## config.mk

```make
export PLATFORM = sky130hd
export DESIGN_NAME = m_fifo_prog_flat
export DESIGN_NICKNAME = d
export VERILOG_FILES = /design/src/rtl/m_fifo_pkg.sv /design/src/rtl/m_fifo_prog_if.sv /design/src/rtl/m_fifo_ptr.sv /design/src/rtl/m_fifo_prog.sv /design/src/flat_wrapper.sv
export SDC_FILE = /design/constraint.sdc
export NUM_CORES = 1
export LEC_CHECK = 0
export BUFFER_PORTS_ARGS = -buffer_cell sky130_fd_sc_hd__buf_4
export CAP_MARGIN = 20
export CORE_MARGIN = 4
export CORE_UTILIZATION = 50
export DETAILED_ROUTE_END_ITERATION = 8
export PLACE_DENSITY = 0.82
export SYNTH_ARGS = -nofsm -noshare
export SYNTH_HDL_FRONTEND = slang
export SYNTH_SLANG_ARGS = --single-unit
export TNS_END_PERCENT = 50
```

## constraint.sdc

```tcl
create_clock -name clk -period 7.65 [get_ports clk]
set_clock_uncertainty 0.15 [all_clocks]
set_input_delay 0 -clock clk [delete_from_list [all_inputs] [get_ports clk]]
set_output_delay 0 -clock clk [all_outputs]
set_load 0.02 [all_outputs]
```

## src/rtl/m_fifo_pkg.sv

```systemverilog
// Shared FIFO helpers: pointer width and wrapping pointer increment.
package m_fifo_pkg;

  // Pointer width for a given depth; depth >= 2 so this is never 0.
  function automatic int f_ptr_w(input int depth);
    return $clog2(depth);
  endfunction

  // Explicit wrap at depth-1 so non-power-of-2 depths work.
  function automatic int unsigned f_ptr_inc(input int unsigned ptr, input int unsigned depth);
    return (ptr >= depth - 1) ? 0 : ptr + 1;
  endfunction

endpackage

```

## src/rtl/m_fifo_prog_if.sv

```systemverilog
// Push/pop handshake bundle between FIFO and its producer/consumer.
interface m_fifo_prog_if #(parameter int WIDTH = 8);
  logic             push_enable;
  logic [WIDTH-1:0] push_data;
  logic             pop_enable;
  logic [WIDTH-1:0] pop_data;

  modport master (output push_enable, push_data, pop_enable, input pop_data);
  modport slave  (input  push_enable, push_data, pop_enable, output pop_data);
endinterface

```

## src/rtl/m_fifo_ptr.sv

```systemverilog
// Wrapping pointer register 0..DEPTH-1 with synchronous clear.
module m_fifo_ptr
  import m_fifo_pkg::*;
#(
  parameter int DEPTH = 4,
  localparam int PW   = f_ptr_w(DEPTH)
) (
  input  logic          clk,
  input  logic          rst_n,
  input  logic          i_inc,
  input  logic          i_clr,
  output logic [PW-1:0] o_ptr
);

  logic [PW-1:0] r_ptr;

  // Clear beats increment; increment wraps explicitly at DEPTH-1.
  always_ff @(posedge clk or negedge rst_n) begin
    if (!rst_n)     r_ptr <= '0;
    else if (i_clr) r_ptr <= '0;
    else if (i_inc) r_ptr <= PW'(f_ptr_inc(32'(r_ptr), DEPTH));
  end

  assign o_ptr = r_ptr;

endmodule

```

## src/rtl/m_fifo_prog.sv

```systemverilog
// Show-ahead synchronous FIFO with programmable thresholds, sticky
// error flags, flush and high-water tracking.
module m_fifo_prog
  import m_fifo_pkg::*;
#(
  parameter int  WIDTH       = 8,
  parameter int  DEPTH       = 4,
  localparam int L2_DEPTH_P1 = $clog2(DEPTH + 1)
) (
  input  logic                   clk,
  input  logic                   rst_n,
  m_fifo_prog_if.slave           bus,
  input  logic                   flush,
  input  logic [L2_DEPTH_P1-1:0] af_thresh,
  input  logic [L2_DEPTH_P1-1:0] ae_thresh,
  input  logic                   err_clear,
  output logic [L2_DEPTH_P1-1:0] item_count,
  output logic                   full_flag,
  output logic                   empty_flag,
  output logic                   almost_full,
  output logic                   almost_empty,
  output logic                   overflow,
  output logic                   underflow,
  output logic [L2_DEPTH_P1-1:0] peak_count
);

  localparam int PW = f_ptr_w(DEPTH);
  localparam int CW = L2_DEPTH_P1;

  logic [WIDTH-1:0] r_mem [DEPTH];
  logic [CW-1:0]    r_count, r_peak, w_count_nxt;
  logic             r_ovf, r_udf;
  logic [PW-1:0]    w_wr_ptr, w_rd_ptr;
  logic             w_full, w_empty, w_push_acc, w_pop_acc, w_ovf_set, w_udf_set;

  assign w_full  = (r_count == CW'(DEPTH));
  assign w_empty = (r_count == '0);

  // Flush swallows any concurrent push/pop; pop on full frees a slot for push.
  assign w_push_acc = bus.push_enable && (!w_full || bus.pop_enable) && !flush;
  assign w_pop_acc  = bus.pop_enable && !w_empty && !flush;
  assign w_ovf_set  = bus.push_enable && w_full && !bus.pop_enable && !flush;
  assign w_udf_set  = bus.pop_enable && w_empty && !flush;

  m_fifo_ptr #(.DEPTH(DEPTH)) u_wr_ptr (
    .clk(clk), .rst_n(rst_n), .i_inc(w_push_acc), .i_clr(flush), .o_ptr(w_wr_ptr)
  );

  m_fifo_ptr #(.DEPTH(DEPTH)) u_rd_ptr (
    .clk(clk), .rst_n(rst_n), .i_inc(w_pop_acc), .i_clr(flush), .o_ptr(w_rd_ptr)
  );

  // Storage is intentionally not reset; empty masking hides stale entries.
  always_ff @(posedge clk) begin
    if (w_push_acc) r_mem[w_wr_ptr] <= bus.push_data;
  end

  // Next occupancy from accepted transfers.
  always_comb begin
    w_count_nxt = r_count;
    if (flush)                       w_count_nxt = '0;
    else if (w_push_acc && !w_pop_acc) w_count_nxt = r_count + CW'(1);
    else if (w_pop_acc && !w_push_acc) w_count_nxt = r_count - CW'(1);
  end

  // Count, high-water mark and sticky errors; a new error wins over clear.
  always_ff @(posedge clk or negedge rst_n) begin
    if (!rst_n) begin
      r_count <= '0;
      r_peak  <= '0;
      r_ovf   <= 1'b0;
      r_udf   <= 1'b0;
    end else begin
      r_count <= w_count_nxt;
      if (err_clear)                r_peak <= w_count_nxt;
      else if (w_count_nxt > r_peak) r_peak <= w_count_nxt;
      r_ovf <= w_ovf_set | (r_ovf & ~err_clear);
      r_udf <= w_udf_set | (r_udf & ~err_clear);
    end
  end

  assign bus.pop_data  = w_empty ? '0 : r_mem[w_rd_ptr];
  assign item_count    = r_count;
  assign full_flag     = w_full;
  assign empty_flag    = w_empty;
  // Thresholds 0 / >=DEPTH saturate naturally through these compares.
  assign almost_full   = (r_count >= af_thresh);
  assign almost_empty  = (r_count <= ae_thresh);
  assign overflow      = r_ovf;
  assign underflow     = r_udf;
  assign peak_count    = r_peak;

endmodule
```

## src/flat_wrapper.sv

```systemverilog
// flat-port wrapper written by rule: the top's interface ports become plain ports
module m_fifo_prog_flat import m_fifo_pkg::*;
#(
  parameter int  WIDTH       = 8,
  parameter int  DEPTH       = 4,
  localparam int L2_DEPTH_P1 = $clog2(DEPTH + 1)
)
  (clk, rst_n, flush, af_thresh, ae_thresh, err_clear, item_count, full_flag, empty_flag, almost_full, almost_empty, overflow, underflow, peak_count, bus_push_enable, bus_push_data, bus_pop_enable, bus_pop_data);
  m_fifo_prog_if #(.WIDTH(WIDTH)) bus_i ();
  input  logic clk;
  input  logic rst_n;
  input  logic flush;
  input  logic [L2_DEPTH_P1-1:0] af_thresh;
  input  logic [L2_DEPTH_P1-1:0] ae_thresh;
  input  logic err_clear;
  output logic [L2_DEPTH_P1-1:0] item_count;
  output logic full_flag;
  output logic empty_flag;
  output logic almost_full;
  output logic almost_empty;
  output logic overflow;
  output logic underflow;
  output logic [L2_DEPTH_P1-1:0] peak_count;
  input wire logic [$bits(bus_i.push_enable)-1:0] bus_push_enable;
  input wire logic [$bits(bus_i.push_data)-1:0] bus_push_data;
  input wire logic [$bits(bus_i.pop_enable)-1:0] bus_pop_enable;
  output wire logic [$bits(bus_i.pop_data)-1:0] bus_pop_data;
  assign bus_i.push_enable = bus_push_enable;
  assign bus_i.push_data = bus_push_data;
  assign bus_i.pop_enable = bus_pop_enable;
  assign bus_pop_data = bus_i.pop_data;
  m_fifo_prog #(.WIDTH(WIDTH), .DEPTH(DEPTH)) u_core (.clk(clk), .rst_n(rst_n), .bus(bus_i), .flush(flush), .af_thresh(af_thresh), .ae_thresh(ae_thresh), .err_clear(err_clear), .item_count(item_count), .full_flag(full_flag), .empty_flag(empty_flag), .almost_full(almost_full), .almost_empty(almost_empty), .overflow(overflow), .underflow(underflow), .peak_count(peak_count));
endmodule
```

### Word-level counts from Yosys, hierarchy flattened

Memory sizes are Yosys's and may differ from the RTL's.
Cells that the tools add are included.

| cells by class | value |
|---|---|
| $add $sub $neg | 4 |
| magnitude comparators | 5 |
| eq/ne operators | 1 |
| mux-type cells | 14 |
| bitwise operators | 5 |
| reductions and logical operators | 22 |

Operator list:

| cell | count |
|---|---|
| $mux 3 | 5 |
| $mux 2 | 6 |
| $logic_and 1x1->1 | 11 |
| $mux 8 | 1 |
| $logic_not 1->1 | 6 |
| $reduce_bool 2->1 | 3 |
| $add 2x1->2 const B | 2 |
| $ge 2x2->1 const B | 2 |
| $add 3x1->3 const B | 1 |
| $eq 3x3->1 const B | 1 |
| $ge 3x3->1 | 1 |
| $gt 3x3->1 | 1 |
| $le 3x3->1 | 1 |
| $logic_not 3->1 | 1 |
| $sub 3x1->3 const B | 1 |
| $and 1x1->1 | 2 |
| $mux 1 | 2 |
| $or 1x1->1 | 2 |
| $logic_or 1x1->1 | 1 |
| $not 1->1 | 1 |

| storage, ports and cells | value |
|---|---|
| bits in registers | 12 |
| bits in writable memories | 32 |
| input port bits | 20 |
| output and inout bits | 20 |
| logic and storage cells | 58 |
| memories kept | 1 |

Memory list:

| memory | words | width | read ports | clocked after memory_dff | wr ports | RTL line | source |
|---|---|---|---|---|---|---|---|
| u_core.r_mem | 4 | 8 | 1 | 0 | 1 | m_fifo_prog.sv:30 | `logic [WIDTH-1:0] r_mem [DEPTH];` |

### Depth between registers and ports, before layout

| depth | value |
|---|---|
| depth after elaboration | 13 |
| depth in mapped cells | 12 |
| gate-level depth less buffers | 12 |

### Hierarchy

Synthesis repeated with hierarchy kept, for this count alone.

| second synthesis, totals | value |
|---|---|
| cell total of the unflattened synthesis | 153 |
| area total of the unflattened synthesis | 2168.3 sq um |

Modules (own cells, without submodules):

| module | instances | cells each | area each (sq um) | sequential area each (sq um) |
|---|---|---|---|---|
| m_fifo_prog | 1 | 137 | 1968.1 | 1161.1 |
| m_fifo_ptr | 2 | 8 | 100.1 | 50.0 |

### Worst setup path after synthesis

No wires, ideal clock.

| timing path | value |
|---|---|
| path kind | reg2reg |
| from | register u_core.r_count[0], in the netlist u_core.item_count[0] |
| to | register u_core.r_peak[0], in the netlist u_core.peak_count[0] |
| setup time | 125 ps |
| arrival | 2792 ps |
| required time | 7375 ps |
| slack | 4583 ps |
| stages on the path, launching flop included | 13 |
| buffers on the path | 0 |
| clock period less this slack | 3067 ps |
| path through | dfrtp_1 -> inv_1 -> ha_1 -> nand2_1 -> inv_1 -> o41ai_1 -> a31oi_1 -> nor2_1 -> ha_1 -> nor2b_1 -> o211ai_1 -> and2_1 -> mux2_4 |

| between the ends | value |
|---|---|
| word-level cells in the longest chain between the ends | 12 |
| elaborated cells between the ends (all ways) | 22 |
| classes of those cells | add/sub (2); order compare (1); eq/ne (1); mux (5); reduce/logical (13) |

Ends and longest elaborated chain:

| what | RTL line | source |
|---|---|---|
| start, declared | m_fifo_prog.sv:31 | `logic [CW-1:0] r_count, r_peak, w_count_nxt;` |
| start signal, assigned | m_fifo_prog.sv:74 | `r_count <= w_count_nxt;` |
| $eq 3x3->1 (*) | m_fifo_prog.sv:36 | `assign w_full = (r_count == CW'(DEPTH));` |
| via full_flag | flat_wrapper.sv:17 | `output logic full_flag;` |
| $logic_not 1->1 (*) | m_fifo_prog.sv:40 | `assign w_push_acc = bus.push_enable && (!w_full \|\| bus.pop_enable) && !flush;` |
| $logic_or 1x1->1 (*) | m_fifo_prog.sv:40 |  |
| $logic_and 1x1->1 (*) (2 in series) | m_fifo_prog.sv:40 |  |
| $logic_not 1->1 | m_fifo_prog.sv:63 | `else if (w_pop_acc && !w_push_acc) w_count_nxt = r_count - CW'(1);` |
| $logic_and 1x1->1 | m_fifo_prog.sv:63 |  |
| $mux 3 | m_fifo_prog.sv:63 |  |
| $mux 3 (*) | m_fifo_prog.sv:62 | `else if (w_push_acc && !w_pop_acc) w_count_nxt = r_count + CW'(1);` |
| $mux 3 (*) | m_fifo_prog.sv:61 | `if (flush) w_count_nxt = '0;` |
| via u_core.w_count_nxt[1] | m_fifo_prog.sv:31 |  |
| $gt 3x3->1 (*) | m_fifo_prog.sv:76 | `else if (w_count_nxt > r_peak) r_peak <= w_count_nxt;` |
| $reduce_bool 2->1 (no source line) (*) | n/a |  |
| end signal, assigned | m_fifo_prog.sv:75 | `if (err_clear) r_peak <= w_count_nxt;` |
| end signal, assigned | m_fifo_prog.sv:76 |  |
| end, declared | m_fifo_prog.sv:31 |  |

Mark *: on every way through the listed nets, which the timed path passes. The rest lies on a longest branch. The select of a mux whose other input is x is not followed.
A chain may end at the register's enable or synchronous reset.

### Worst setup path after layout

| timing path | value |
|---|---|
| from | register u_core.r_count[0], in the netlist u_core.item_count[0] |
| to | register u_core.r_peak[0], in the netlist u_core.peak_count[0] |

| between the ends | value |
|---|---|
| word-level cells in the longest chain between the ends | 12 |
| elaborated cells between the ends (all ways) | 22 |
| classes of those cells | add/sub (2); order compare (1); eq/ne (1); mux (5); reduce/logical (13) |

Ends and longest elaborated chain:

| what | RTL line |
|---|---|
| $eq 3x3->1 | m_fifo_prog.sv:36 |
| $logic_not 1->1 | m_fifo_prog.sv:40 |
| $logic_or 1x1->1 | m_fifo_prog.sv:40 |
| $logic_and 1x1->1 (2 in series) | m_fifo_prog.sv:40 |
| $logic_not 1->1 | m_fifo_prog.sv:63 |
| $logic_and 1x1->1 | m_fifo_prog.sv:63 |
| $mux 3 | m_fifo_prog.sv:63 |
| $mux 3 (*) | m_fifo_prog.sv:62 |
| $mux 3 (*) | m_fifo_prog.sv:61 |
| via u_core.w_count_nxt[1] | m_fifo_prog.sv:31 |
| $gt 3x3->1 (*) | m_fifo_prog.sv:76 |
| $reduce_bool 2->1 (no source line) (*) | n/a |

Marks and branches as above.

==> impl_metrics.csv <==
group,metric,value,unit
die,die_x,74.18,um
drt,vias,1486,
die,design.portCount,40,
yosys,ys_ff_latch,44,
clocking,cts_buffers,5,
critical_path,cp.arrival,3.45,ns
global_route,overflow,0,
drt,detailedRoute.firstPassIterationCount,4,
yosys,netlist_instances,157,
critical_path,critPathLaunchType,"register",
clocking,cts_root_buf,"clkbuf_8",
sta,rsz0062_at_grt,"false",
clocking,post_cts_buffers,0,
cells_and_area,nets,251,
sta,setup_tns,0,ns
critical_path,cp.required,7.70,ns
place,finalWeightedCongestion,0.8234,
yosys,yosysSeqAreaShare,57.60,%
sta,period_needed,3.399,ns
pwr,p_per_area,241.1,nW/um2
pwr,worst_ir_drop_vdd,0.0001504,V
clocking,cts_resized,0,
run,maxCapViolCount,0,
global_route,first_global_vias,1492,
yosys,synth_edf_count,32,
drt,drtAntennaViolNets,0,
cells_and_area,final_cell_area,2793,um2
clocking,cts.clk_slew.worst_paths,0.09,ns
sta,post-route-period-util,44.44,%
sta,tightest_slew,0.5899,ns
sta,max_freq,294.2,MHz
sta,finalSetupViolCount,0,
yosys,synth.distinct_cells,37,
drt,wl,4552,um
drt,first_iter_violations,80,
critical_path,path_max_fanout,15,
die,fp.dieH,74.18,um
sta,drv_slew,0,
clocking,htree_levels,2,
yosys,synth_top_flop_cell,"edfxtp_1",
sta,hold_viol,0,
critical_path,critPathKind,"reg2reg",
yosys,synth_nets,194,
die,initial_utilization,53.21,%
cells_and_area,areaGrowthSynthToFinish,27.54,%
global_route,grt_max_degree,16,
clocking,cts.sinks,44,
drt,drc,0,
die,dieArea,5502,um2
min_path,hold_path_class,"in2reg",
global_route,antenna_found_initial,0,
place,port_buffers,39,
sta,relSlewSlack,60.55,%
drt,wire_per_inst,17.18,um
clocking,clk-insertion-delay-late,0.30,ns
place,postPlaceCellArea,2527,um2
sta,setup_slack,4.251,ns
die,fp-row-count,23,
cells_and_area,final_layout_size_suffix_gt1_share,28.84,%
drt,avgViaCountPerCell,5.608,
place,place_hpwl,3262,um
place,numPlacedInstances,242,
pwr,power.leakage,1.174,nW
sta,holdWs,0.05241,ns
global_route,grt_first_pass_wirelength,7383,um
clocking,clockBufferDepth,2,
die,coreArea,4115,um2
clocking,cts_hold_repair.buffers,15,
yosys,syn_area,2190,um2
yosys,avgSynthCellArea,13.95,um2
global_route,grt.total_usage,18.25,%
yosys,ys_warn_count,0,
cells_and_area,finalNonFillerCells,265,
place,dp_slack,4.342,ns
cells_and_area,diodes,0,
critical_path,endpoint_kind,"register",
clocking,cts_tree,"yes",
yosys,async_reset_ff_share,27.27,%
run_status,outcome,"complete, no violations",
[cell type report]
class	count	area, um2
clock buffers	5	68.82
clock inverters	3	46.29
fillers	264	1323
inverters	17	63.81
multi-input cells	92	847.1
flip-flops and latches	44	1261
well taps	50	62.56
repair buffers	54	442.9
[kinds of logic after synthesis]
| family | after synthesis | share of synthesized area [%] |
|---|---|---|
| adders and majority gates | 17 | 9.714 |
| buffers and inverters | 21 | 3.714 |
| muxes | 11 | 10.06 |
| AOI/OAI and AO/OA | 21 | 6.800 |
| DFF | 44 | 57.60 |
| and+or+nand+nor | 43 | 12.11 |
[path summary, 6_finish.rpt]
path                       cells after the start                              endpoint                              from  slack [ns]
max                                           11      u_core.peak_count[0]$_DFFE_PN0P_    u_core.item_count[0]$_DFF_PN0_        4.25
min                                            4  u_core.u_wr_ptr.o_ptr[0]$_DFFE_PN0P_                   bus_push_enable        0.05
max reg2reg                                   11      u_core.peak_count[0]$_DFFE_PN0P_    u_core.item_count[0]$_DFF_PN0_        4.25
min reg2reg                                    1      u_core.peak_count[0]$_DFFE_PN0P_  u_core.peak_count[0]$_DFFE_PN0P_        0.41
max in group asynchronous                      3  u_core.u_wr_ptr.o_ptr[1]$_DFFE_PN0P_                             rst_n        6.34
min in group asynchronous                      3      u_core.peak_count[0]$_DFFE_PN0P_                             rst_n        0.62
[sequential cells by signal, summed over array words and instances (netlist names)]
| signal | count |
|---|---|
| u_core.item_count | 3 |
| u_core.overflow | 1 |
| u_core.peak_count | 3 |
| u_core.r_mem | 32 |
| u_core.u_rd_ptr.o_ptr | 2 |
| u_core.u_wr_ptr.o_ptr | 2 |
| u_core.underflow | 1 |
[cells in the final DEF, fill, tap and decap left out, drive strengths merged, types with 2 or more instances in the layout]
cell type	instances
a21o	2
and2	13
a31oi	2
o21ai	3
mux2	2
o31ai	2
nand2b	5
nand2	5
dlygate4sd3	15
nand3	6
edfxtp	32
clkbuf	5
dfrtp	12
nor2	3
ha	17
inv	18
nor2b	3
o32ai	2
mux4	8
or3	2
buf	39
a21oi	5
[cell usage after synthesis (all sizes together) (2+ instances only)]
cell type   n  area, um2
o31ai       2      15.01
a21oi       5      25.02
nand2       5      18.77
inv        17      63.81
nand3       6      30.03
dfrtp      12      300.3
buf         3      13.76
o32ai       2      17.52
mux2        2      30.03
o21ai       3      15.01
a21o        2      15.01
a31oi       2      12.51
nor2        3      11.26
and2       13      81.33
edfxtp     32      960.9
nor2b       3      18.77
nand2b      5      41.29
mux4        8      180.2
or3         2      12.51
ha         17      212.7
[report_power, final]
| part | total, mW | switching [mW] | internal [mW] |
|---|---|---|---|
| Clock | 0.181 | 0.0822 | 0.0983 |
| Sequential | 0.287 | 0.0165 | 0.270 |
| Combinational | 0.206 | 0.110 | 0.0954 |
[metrics by stage]
step	power (mW)	util (%)
floorplan	0.4147	-
global placement	0.4778	61.42
detailed placement	0.4880	61.42
CTS	0.6735	67.86
global route	0.7057	67.86
finish	0.6733	67.86
[critical path: stages (launching register included)]
cell and delay, ns:
dfrtp_1 0.43, inv_1 0.15, ha_1 0.25, nand2b_1 0.36, a31oi_1 0.28, o21ai_0 0.16
nor2_1 0.20, ha_1 0.27, nor2b_1 0.14, o211ai_1 0.30, and2_1 0.28, mux2_4 0.31
[routing by layer]
layer | part of all wire (%) | global-route usage (%) | wire length, um
met5 | 0 | 0 | 0
met4 | 1.2 | 4.225 | 55
met3 | 4.2 | 5.000 | 190
met2 | 54 | 33.27 | 2467
met1 | 40 | 21.38 | 1839
Power figures use the tool's default switching activity.
